==> src/rtl/contador_sync_monitor.sv <==
// contador_sync_monitor
//   Receive-side checker for the 3-bit synchronous sequence counter
//   (codes 001->111->000->010->011->001, labels 1,7,8,10,11).
//   Decodes each sample to an index and decimal label, locks after LOCK_LEN
//   consecutive correct transitions and flags every deviation once locked.
// Ports
//   clk          in   clock, rising edge
//   rst          in   asynchronous active-high reset
//   sample_en    in   q_in valid this cycle
//   q_in         in   counter code {Q2,Q1,Q0}
//   dec_value    out  decimal label of last sample (4'hF if invalid)
//   seq_idx      out  sequence position 0..4 of last sample (7 if invalid)
//   locked       out  sequence tracked and verified
//   err          out  one-cycle pulse, deviation while locked
//   invalid_code out  one-cycle pulse, code 100/101/110 sampled
//   err_count    out  saturating count of err pulses
module contador_sync_monitor #(
   parameter int unsigned LOCK_LEN = 3,
   parameter int unsigned CNT_W    = 8
) (
   input  logic             clk,
   input  logic             rst,
   input  logic             sample_en,
   input  logic [2:0]       q_in,
   output logic [3:0]       dec_value,
   output logic [2:0]       seq_idx,
   output logic             locked,
   output logic             err,
   output logic             invalid_code,
   output logic [CNT_W-1:0] err_count
);

   localparam int unsigned MW = $clog2(LOCK_LEN + 1);

   typedef enum logic [1:0] {
      ST_SEARCH = 2'd0,
      ST_TRACK  = 2'd1,
      ST_LOCKED = 2'd2
   } state_t;

   state_t           state_q, state_d;
   logic [2:0]       prev_q, prev_d;
   logic [MW-1:0]    match_q, match_d;
   logic [3:0]       dec_q, dec_d;
   logic [2:0]       idx_q, idx_d;
   logic             locked_q, locked_d;
   logic             err_q, err_d;
   logic             inv_q, inv_d;
   logic [CNT_W-1:0] cnt_q, cnt_d;

   logic             code_valid;
   logic [3:0]       code_dec;
   logic [2:0]       code_idx;
   logic [2:0]       next_code;
   logic             is_next;
   logic [MW-1:0]    match_inc;

   // Decode of the incoming sample
   always_comb begin
      code_valid = 1'b1;
      code_dec   = 4'hF;
      code_idx   = 3'd7;
      case (q_in)
         3'b001:  begin code_dec = 4'd1;  code_idx = 3'd0; end
         3'b111:  begin code_dec = 4'd7;  code_idx = 3'd1; end
         3'b000:  begin code_dec = 4'd8;  code_idx = 3'd2; end
         3'b010:  begin code_dec = 4'd10; code_idx = 3'd3; end
         3'b011:  begin code_dec = 4'd11; code_idx = 3'd4; end
         default: code_valid = 1'b0;
      endcase
   end

   // Expected successor of the last valid code
   always_comb begin
      case (prev_q)
         3'b001:  next_code = 3'b111;
         3'b111:  next_code = 3'b000;
         3'b000:  next_code = 3'b010;
         3'b010:  next_code = 3'b011;
         default: next_code = 3'b001;
      endcase
   end

   // A repeated code never equals its successor, so it counts as wrong here
   assign is_next   = code_valid && (q_in == next_code);
   assign match_inc = match_q + MW'(1);

   // State register and all output registers
   always_ff @(posedge clk or posedge rst) begin
      if (rst) begin
         state_q  <= ST_SEARCH;
         prev_q   <= 3'b000;
         match_q  <= '0;
         dec_q    <= 4'd0;
         idx_q    <= 3'd7;
         locked_q <= 1'b0;
         err_q    <= 1'b0;
         inv_q    <= 1'b0;
         cnt_q    <= '0;
      end else begin
         state_q  <= state_d;
         prev_q   <= prev_d;
         match_q  <= match_d;
         dec_q    <= dec_d;
         idx_q    <= idx_d;
         locked_q <= locked_d;
         err_q    <= err_d;
         inv_q    <= inv_d;
         cnt_q    <= cnt_d;
      end
   end

   // Next-state logic: tracking state, last valid code and run length
   always_comb begin
      state_d = state_q;
      prev_d  = prev_q;
      match_d = match_q;
      if (sample_en) begin
         case (state_q)
            ST_SEARCH: begin
               if (code_valid) begin
                  prev_d  = q_in;
                  match_d = '0;
                  state_d = ST_TRACK;
               end
            end
            ST_TRACK: begin
               if (!code_valid) begin
                  state_d = ST_SEARCH;
               end else if (is_next) begin
                  prev_d  = q_in;
                  match_d = match_inc;
                  if (match_inc == MW'(LOCK_LEN)) begin
                     state_d = ST_LOCKED;
                  end
               end else begin
                  prev_d  = q_in;
                  match_d = '0;
               end
            end
            ST_LOCKED: begin
               if (!code_valid) begin
                  state_d = ST_SEARCH;
               end else if (is_next) begin
                  prev_d = q_in;
               end else begin
                  prev_d  = q_in;
                  match_d = '0;
                  state_d = ST_TRACK;
               end
            end
            default: begin
               state_d = ST_SEARCH;
               match_d = '0;
            end
         endcase
      end
   end

   // Output logic: decode, lock flag, pulses and saturating error count
   always_comb begin
      dec_d    = dec_q;
      idx_d    = idx_q;
      locked_d = (state_d == ST_LOCKED);
      err_d    = 1'b0;
      inv_d    = 1'b0;
      cnt_d    = cnt_q;
      if (sample_en) begin
         dec_d = code_dec;
         idx_d = code_idx;
         inv_d = !code_valid;
         if (state_q == ST_LOCKED && !is_next) begin
            err_d = 1'b1;
            if (!(&cnt_q)) begin
               cnt_d = cnt_q + CNT_W'(1);
            end
         end
      end
   end

   assign dec_value    = dec_q;
   assign seq_idx      = idx_q;
   assign locked       = locked_q;
   assign err          = err_q;
   assign invalid_code = inv_q;
   assign err_count    = cnt_q;

endmodule
==> config.mk <==
export PLATFORM = sky130hd
export DESIGN_NAME = contador_sync_monitor
export DESIGN_NICKNAME = d
export VERILOG_FILES = /design/src/rtl/contador_sync_monitor.sv
export SDC_FILE = /design/constraint.sdc
export NUM_CORES = 1
export LEC_CHECK = 0
export ABC_CLOCK_PERIOD_IN_PS = 1950
export CAP_MARGIN = 20
export CORE_MARGIN = 2
export CORE_UTILIZATION = 30
export DETAILED_ROUTE_END_ITERATION = 16
export PLACE_DENSITY = 0.57
export REMOVE_ABC_BUFFERS = 1
export SYNTH_ARGS = -nofsm -noshare
export SYNTH_HDL_FRONTEND = slang
export SYNTH_SLANG_ARGS = --single-unit
==> constraint.sdc <==
create_clock -name clk -period 1.95 [get_ports clk]
set_input_delay 0.195 -clock clk [delete_from_list [all_inputs] [get_ports clk]]
set_output_delay 0.195 -clock clk [all_outputs]
set_load 0.02 [all_outputs]
After elaboration in Yosys (flattened, before gate mapping). Cells that the tools add are included. Widths: inputs -> output; s select.

Flip-flop bits (word level): 25. Bits of input ports: 6. Word-level logic and storage cells: 62.

$add $sub $neg: 2. Eq/ne operators: 16. Mux-type cells: 21. Bitwise gates (word level): 1. Reductions and logical operators: 13.

Operator list (number): $mux 2 (12); $pmux 4 s5 (1); $pmux 3 s5 (1); $pmux 2 s3 (2); $pmux 3 s4 (1); $eq 3x2->1 const B (3); $add 8x1->8 const B (1); $ne 2x2->1 const B (4); $reduce_and 8->1 (1); $eq 2x2->1 const B (3); $eq 3x1->1 const B (2); $eq 3x3->1 const B (2); $logic_not 3->1 (2); $reduce_and 3->1 (2); $reduce_and 5->1 (1); $reduce_or 5->1 (1); $mux 1 (4); $eq 3x3->1 (1); $reduce_or 3->1 (1); $add 2x1->2 const B (1); $eq 2x1->1 const B (1); $logic_and 1x1->1 (2); $logic_not 1->1 (2); $logic_not 2->1 (1); $not 1->1 (1).

Depth between registers and ports, before layout. Gate-level depths: netlist of the first run.

Depth in word-level cells: 9. Mapped depth: 7. Mapped depth without buffers: 5.

Worst setup path after synthesis of the first run. Ideal clock, no wire load.

Path type: register to register. Start: register prev_q[1]. End: register cnt_q[1], in the netlist err_count[1]. Library setup time: 0.128 ns. Arrival time: 1.548 ns. Required time: 1.822 ns. Setup slack: 0.274 ns. Stages on the path, launching flop included: 6. Clock period less this slack: 1.676 ns. Cell sequence: dfrtp_1 or4bb_1 nor2_1 nor4_2 nand3_1 mux2_1.

Longest elaborated chain between the ends: 7. Elaborated cells between the ends (all ways): 10.

RTL lines: from (decl) (line 42) `logic [2:0] prev_q, prev_d;`; from (signal assigned) (line 102) `prev_q <= prev_d;`; $eq 3x2->1 (tied with other cells) (line 75) `case (prev_q)`; $pmux 3 s4 * (line 75); $eq 3x3->1 * (line 85) `assign is_next = code_valid && (q_in == next_code);`; $logic_and 1x1->1 * (line 85); $logic_not 1->1 * (line 172) `if (state_q == ST_LOCKED && !is_next) begin`; $logic_and 1x1->1 * (line 172); $reduce_and 3->1 (no source line) *; to (signal assigned) (line 109) `cnt_q <= cnt_d;`; to (decl) (line 49) `logic [CNT_W-1:0] cnt_q, cnt_d;`.

Mark *: on every way between the ends. The rest lies on a longest branch, timed or not. A chain may end at the register's enable or synchronous reset.

Final worst setup path of the first run.
Start: register prev_q[0]. End: register cnt_q[1], in the netlist err_count[1].

Same word-level chain as after synthesis.

==> reports/qor.yml, run 1 <==
status:
  run_status: "finished clean"
grt:
  grtUsageMet3_pct: 1.95
  met2_usage_pct: 21.4
  met1_usage_pct: 18.0
  grt_max_degree: 26
  antenna_found_initial: 0
  track_usage_pct: 13.4
  busiest_layer: "met2"
  grt_pass1_wl_mm: 4.69
  grt_pass1_vias: 1014
  grt_overflow: 0
sta:
  finalSetupViolations: 0
  fmax_mhz: 540
  slew_violations: 0
  max-slew-margin-rel_pct: 68.5
  min_period_over_period_pct: 95.0
  tightestPinTransition_ns: 0.468
  hold_viol_final: 0
  skew_ns: 0.00180
  timing.final.crit_period_ns: 1.85
  fin_ws_ns: 0.0976
final_layout:
  final_cell_count_no_fill: 214
  nNetsFinal: 173
  seq_area_um2: 631
  drive_gt1_share_pct: 18.9
  layout_commonest_cell: "clkdlybuf4s50_1"
  multiInputGateArea_um2: 607
  nFillCells: 406
  final_cell_mix: "clkdlybuf4s50_1, dfrtp_1, buf_4"
  syn_to_final_growth_pct: 36.4
  fin_area_um2: 1710
  antenna_cells: 0
yosys:
  yosysTopAreaCell: "dfrtp_1"
  yosys.area_share.simple_pct: 23.6
  synth_compound_area_share_pct: 9.76
  avgSynthCellArea_um2: 9.89
  ys_ff_latch: 25
  synth_area_leaders: "dfrtp_1, dfstp_2, xnor2_1"
  ys_types: 32
  synth_top_family_by_area: "simple AND/OR/NAND/NOR gates"
  syn_inst: 127
  synthAdderAreaFrac_pct: 1.99
  synth.cell_area_um2: 1260
  synth_top_area_share_pct: 43.8
  synth_xor_area_share_pct: 7.67
  yosysWarnings: 0
  muxShareOfSynthArea_pct: 2.69
  yosysSeqAreaShare_pct: 50.1
setup_path:
  arrival_ns: 2.00
  required_ns: 2.10
  slowest_stage: "dfrtp_1"
  crit_type: "reg -> reg"
  worstPathMaxFanout: 5
  crit_family: "simple AND/OR/NAND/NOR gates"
  worst-path-buf-inv: 1
  end_kind: "flip-flop"
  max_stage_delay_ns: 0.43
  worstPathCellList: "a22oi_2 -> a2111oi_4 -> buf_4 -> nor4_2 -> nand3_1 -> mux2_1"
  start_kind: "flip-flop"
die:
  die_x_um: 68.7
  num_rows: 23
  dieArea_um2: 4720
  start_util_pct: 31.2
  io_pins: 24
  dieHeight_um: 68.7
  coreArea_um2: 4030
power_and_ir_drop:
  swShare_pct: 26.8
  powerDensity_nw_per_um2: 638
  irDropWorstVdd_mv: 0.291
  p_clk_share_pct: 27.6
  power_frac_comb_pct: 19.3
  total_power_mw: 1.09
  internal-power_mw: 0.801
  p_leak_nw: 0.745
  p_seq_share_pct: 53.1
  p_switching_mw: 0.293
cts:
  cts_htree_levels: 1
  cts_tree: "built"
  clk_pin_slew_worst_paths_ns: 0.08
  numCtsBuffers: 3
  clk_latency_ns: 0.26
  cts_sinks: 25
  postCtsSetupRepairBufs: 0
  clockBufferDepth: 2
  ctsRootBufferMaster: "clkbuf_8"
route:
  vias: 1035
  first_iter_violations: 33
  drt_wl_total_mm: 2.71
  post-route-drc-count: 0
  wl_per_cell_um: 12.7
  vias_per_cell: 4.84
  drtAntennaViolNets: 0
  drtPass1Iterations: 4
placement:
  dp_slack_ns: -0.303
  placed_cells: 210
  place.gp.congestion: 0.825
  dp.final_hpwl_mm: 2.02
  placement.io_buffers: 23
  dpl-instance-area_um2: 1630
run:
  max-cap-violations: 0
hold_path:
  hold_class: "in -> async"
## power groups by stage
stage	Combinational, mW	Clock [mW]	Sequential [mW]
floorplan	0.0791	0	0.604
global placement	0.196	0	0.586
finish	0.211	0.302	0.581
CTS	0.202	0.314	0.578
global route	0.232	0.335	0.587
detailed placement	0.200	0	0.588
## flip-flops by register name, summed over array words and instances (netlist names)
register / count
prev_q: 3
match_q: 2
state_q: 2
seq_idx: 3
invalid_code: 1
dec_value: 4
locked: 1
err_count: 8
err: 1
## per-layer routing
metal  vias up  part of all wire [%]
met2        20                    49
met1       495                    46
met4         0                   1.8
li1        516                     -
met5         -                     0
met3         4                   3.2
## worst paths after layout
| kind | slack (ns) | start | cells past startpoint | to |
|---|---|---|---|---|
| setup / recovery | 0.1 | prev_q[0] | 6 | err_count[1] |
| hold / removal | 0.27 | rst | 3 | err_count[6] |
| setup reg to reg | 0.1 | prev_q[0] | 6 | err_count[1] |
| hold reg to reg | 0.49 | seq_idx[1] | 2 | seq_idx[1] |
| max in group asynchronous | 1.38 | rst | 3 | seq_idx[1] |
| min in group clk | 0.43 | q_in[0] | 3 | seq_idx[1] |
## layout make-up
| type | instances | share of cell area (%) |
|---|---|---|
| tap | 50 | 3.65 |
| multi-input combinational | 92 | 35.4 |
| timing repair buffer | 39 | 20.6 |
| inverter | 4 | 0.877 |
| sequential | 25 | 36.8 |
| clock buffer | 4 | 2.63 |
## cells in the mapped netlist (all sizes together)
master	n
nor2	14
o21bai	2
xor2	2
a211o	1
nand4	4
a2111oi	1
ha	2
a21o	2
dfrtp	22
or4bb	1
clkbuf	2
a21oi	6
a22oi	1
dfstp	3
nand3	10
o21ai	2
and3	3
nand2	10
nor2b	1
xnor2	9
nor3	4
o22a	1
inv	4
mux2	3
and2	2
a31oi	2
nor4	5
buf	4
nand2b	4
## worst register-to-register path, delay by kind of cell (launching register included)
kind                   cells  cell delay (ns)
AO/OA/AOI/OAI              2             0.35
flip-flops                 1             0.43
multiplexers               1             0.35
AND/OR/NAND/NOR            2             0.46
buffers and inverters      1             0.15
## repair_timing
item | CTS | global route
pin swaps | 0 | 3
hold buffers | 0 | 0
setup endpoints to repair | 3 | 1
resized for setup | 1 | 6
cloned | 0 | 0
## cells by family (layout without fill, tap and decap cells)
kind of cell	count (synthesis)	in the layout
flip-flops	25	25
adder cells (fa/ha/maj)	2	2
AND/OR/NAND/NOR	58	58
buffers and inverters	10	47
AO/OA/AOI/OAI	18	18
multiplexers	3	3
XOR/XNOR	11	11
## stage by stage
step	hold WS [ns]	utilization, %	TNS (ns)
finish	0.273	42.5	0
detailed placement	0.481	40.5	-2.60
CTS	0.283	41.7	0
global placement	0.470	40.5	-1.41
global route	0.310	42.5	-0.00216
floorplan	0.220	-	0
Power figures use the tool's default switching activity.
==> inputs of run 2 (changes only) <==
CORE_MARGIN = 1.5   (was 2)
==> run 2 against run 1 <==
Compared with the run above:
- register-to-register slack about the same
- sequential share of layout area decreased by 0.29 points
- die area decreased by 2.9%
- utilization increased by 0.65 points
- clock power about the same
- via count decreased by 3.6%
- final cell count increased by 0.47%
- clock-buffer cell count unchanged
- sequential power about the same
- critical path type unchanged
- largest cell class unchanged
- highest routed layer unchanged
==> reports/qor.yml, run 2 (synthesis gave the netlist of run 1 again) <==
status:
  run_status: "finished clean"
sta:
  fmax_mhz: 538  # -0.39%
  tns_ns: 0  # unchanged
  slew_violations: 0  # unchanged
  hold_viol_final: 0  # unchanged
  max-slew-margin-rel_pct: 69.8  # +1.3 points
  rsz0062_at_grt: "no"
  finalSetupViolations: 0  # unchanged
  tightestPinTransition_ns: 0.450  # -0.0174 ns
  min_period_over_period_pct: 95.4  # +0.37 points
  skew_ns: 0.00197  # +0.000170 ns
  timing.final.crit_period_ns: 1.86  # +0.00728 ns
cts:
  cts_sinks: 25  # unchanged
  numCtsBuffers: 3  # unchanged
  clk_latency_ns: 0.26  # about the same
  cts_htree_levels: 1  # unchanged
  postCtsSetupRepairBufs: 0  # unchanged
  ctsRootBufferMaster: "clkbuf_8"
  clockBufferDepth: 2  # unchanged
  clk_pin_slew_worst_paths_ns: 0.09  # about the same
  cts_tree: "built"
route:
  vias: 998  # -3.6%
  wl_per_cell_um: 12.3  # -3.1%
  first_iter_violations: 39  # +18%
  post-route-drc-count: 0  # unchanged
  drtAntennaViolNets: 0  # unchanged
  vias_per_cell: 4.64  # -4.0%
  drt_wl_total_mm: 2.64  # -2.6%
  drtPass1Iterations: 4  # unchanged
power_and_ir_drop:
  p_leak_nw: 0.751  # +0.71%
  irDropWorstVdd_mv: 0.388  # +33%
  total_power_mw: 1.10  # +0.42%
  internal-power_mw: 0.803  # +0.22%
  p_seq_share_pct: 52.8  # -0.3 points
  p_switching_mw: 0.295  # +0.96%
  power_frac_comb_pct: 19.5  # +0.2 points
  p_clk_share_pct: 27.7  # about the same
  powerDensity_nw_per_um2: 636  # -0.38%
  swShare_pct: 26.9  # +0.14 points
grt:
  antenna_found_initial: 0  # unchanged
  grt_pass1_vias: 980  # -3.4%
  grt_overflow: 0  # unchanged
  track_usage_pct: 12.9  # -0.52 points
  grt_max_degree: 26  # unchanged
  grt_pass1_wl_mm: 4.42  # -5.6%
final_layout:
  layout_commonest_cell: "clkdlybuf4s50_1"
  antenna_cells: 0  # unchanged
  syn_to_final_growth_pct: 37.5
  drive_gt1_share_pct: 20.0  # +1.1 points
  nNetsFinal: 174  # +0.58%
  final_cell_mix: "clkdlybuf4s50_1, dfrtp_1, buf_4"
  final_cell_count_no_fill: 215  # +0.47%
  nFillCells: 391  # -3.7%
  largest_reg_flops: 8  # unchanged
setup_path:
  arrival_ns: 2.01  # about the same
  start_kind: "flip-flop"
  end_kind: "flip-flop"
  required_ns: 2.10  # about the same
  worstPathMaxFanout: 5  # unchanged
  crit_type: "reg -> reg"
placement:
  place.gp.congestion: 0.782  # -5.2%
  placement.io_buffers: 23  # unchanged
  dp.final_hpwl_mm: 1.95  # -3.1%
  placed_cells: 211  # +0.48%
hold_path:
  hold_class: "in -> async"
run:
  max-cap-violations: 0  # unchanged
die:
  io_pins: 24  # unchanged
  die_x_um: 67.7  # -1.5%
  coreArea_um2: 4000  # -0.71%
  dieArea_um2: 4580  # -2.9%
  num_rows: 23  # unchanged
  dieHeight_um: 67.7  # -1.5%
  start_util_pct: 31.4  # +0.22 points
-- run 2: worst paths after layout --
check                                 from  depth (start not counted)           end  slack (ns)
worst min-delay path                   rst                          3  err_count[7]        0.28
worst min register to register  seq_idx[2]                          2    seq_idx[2]        0.49
min in group clk                   q_in[0]                          3    seq_idx[1]        0.44
worst max register to register   prev_q[2]                          6  err_count[1]        0.09
max in group asynchronous              rst                          3    seq_idx[0]        1.37
worst max-delay path             prev_q[2]                          6  err_count[1]        0.09
-- run 2: area by class of cell --
| type | instances | area [um^2] | share of cell area, % |
|---|---|---|---|
| well taps | 50 | 62.6 | 3.62 |
| inverters | 4 | 15.0 | 0.870 |
| clock buffers | 4 | 45.0 | 2.61 |
| repair buffers | 40 | 360 | 20.9 |
| multi-input cells | 92 | 613 | 35.5 |
| flip-flops and latches | 25 | 631 | 36.5 |
-- run 2: stage by stage --
stage                     worst slack, ns  hold slack [ns]  instance area (um^2)  utilization [%]
final                              0.0904            0.277                  1730             43.2
after global routing              0.00106            0.313                  1730             43.2
after CTS                          0.0552            0.289                  1690             42.2
after detailed placement           -0.361            0.481                  1640             41.0
after global placement             -0.292            0.466                  1640             41.0
after floorplan                    0.0620            0.220                  1220                -
-- run 2: what timing repair did --
item	in CTS	in global routing
pin swaps	0	1
gates resized for setup	1	7
hold buffers	0	0
setup endpoints to repair	6	2
-- run 2: power by group through the flow --
| stage | combinational, mW | sequential (mW) | clock (mW) |
|---|---|---|---|
| global placement | 0.197 | 0.585 | 0 |
| global route | 0.232 | 0.585 | 0.342 |
| floorplan | 0.0791 | 0.604 | 0 |
| CTS | 0.204 | 0.577 | 0.324 |
| detailed placement | 0.201 | 0.587 | 0 |
| finish | 0.214 | 0.580 | 0.305 |
-- run 2: worst max-delay path, stage by stage, from the launching register on --
cell,delay (ns)
dfrtp_2,0.47
or4bb_1,0.50
nor2_2,0.15
buf_4,0.13
nor4_2,0.04
nand3_1,0.11
mux2_1,0.33
-- run 2: metal layers --
metal  vias up  wire length (um)  global-route usage (%)
met5         -                 0                       0
met4         0                20                    4.59
met3         2                56                    2.00
met2         9              1300                    21.1
met1       470              1260                    17.1
li1        517                 -                       -
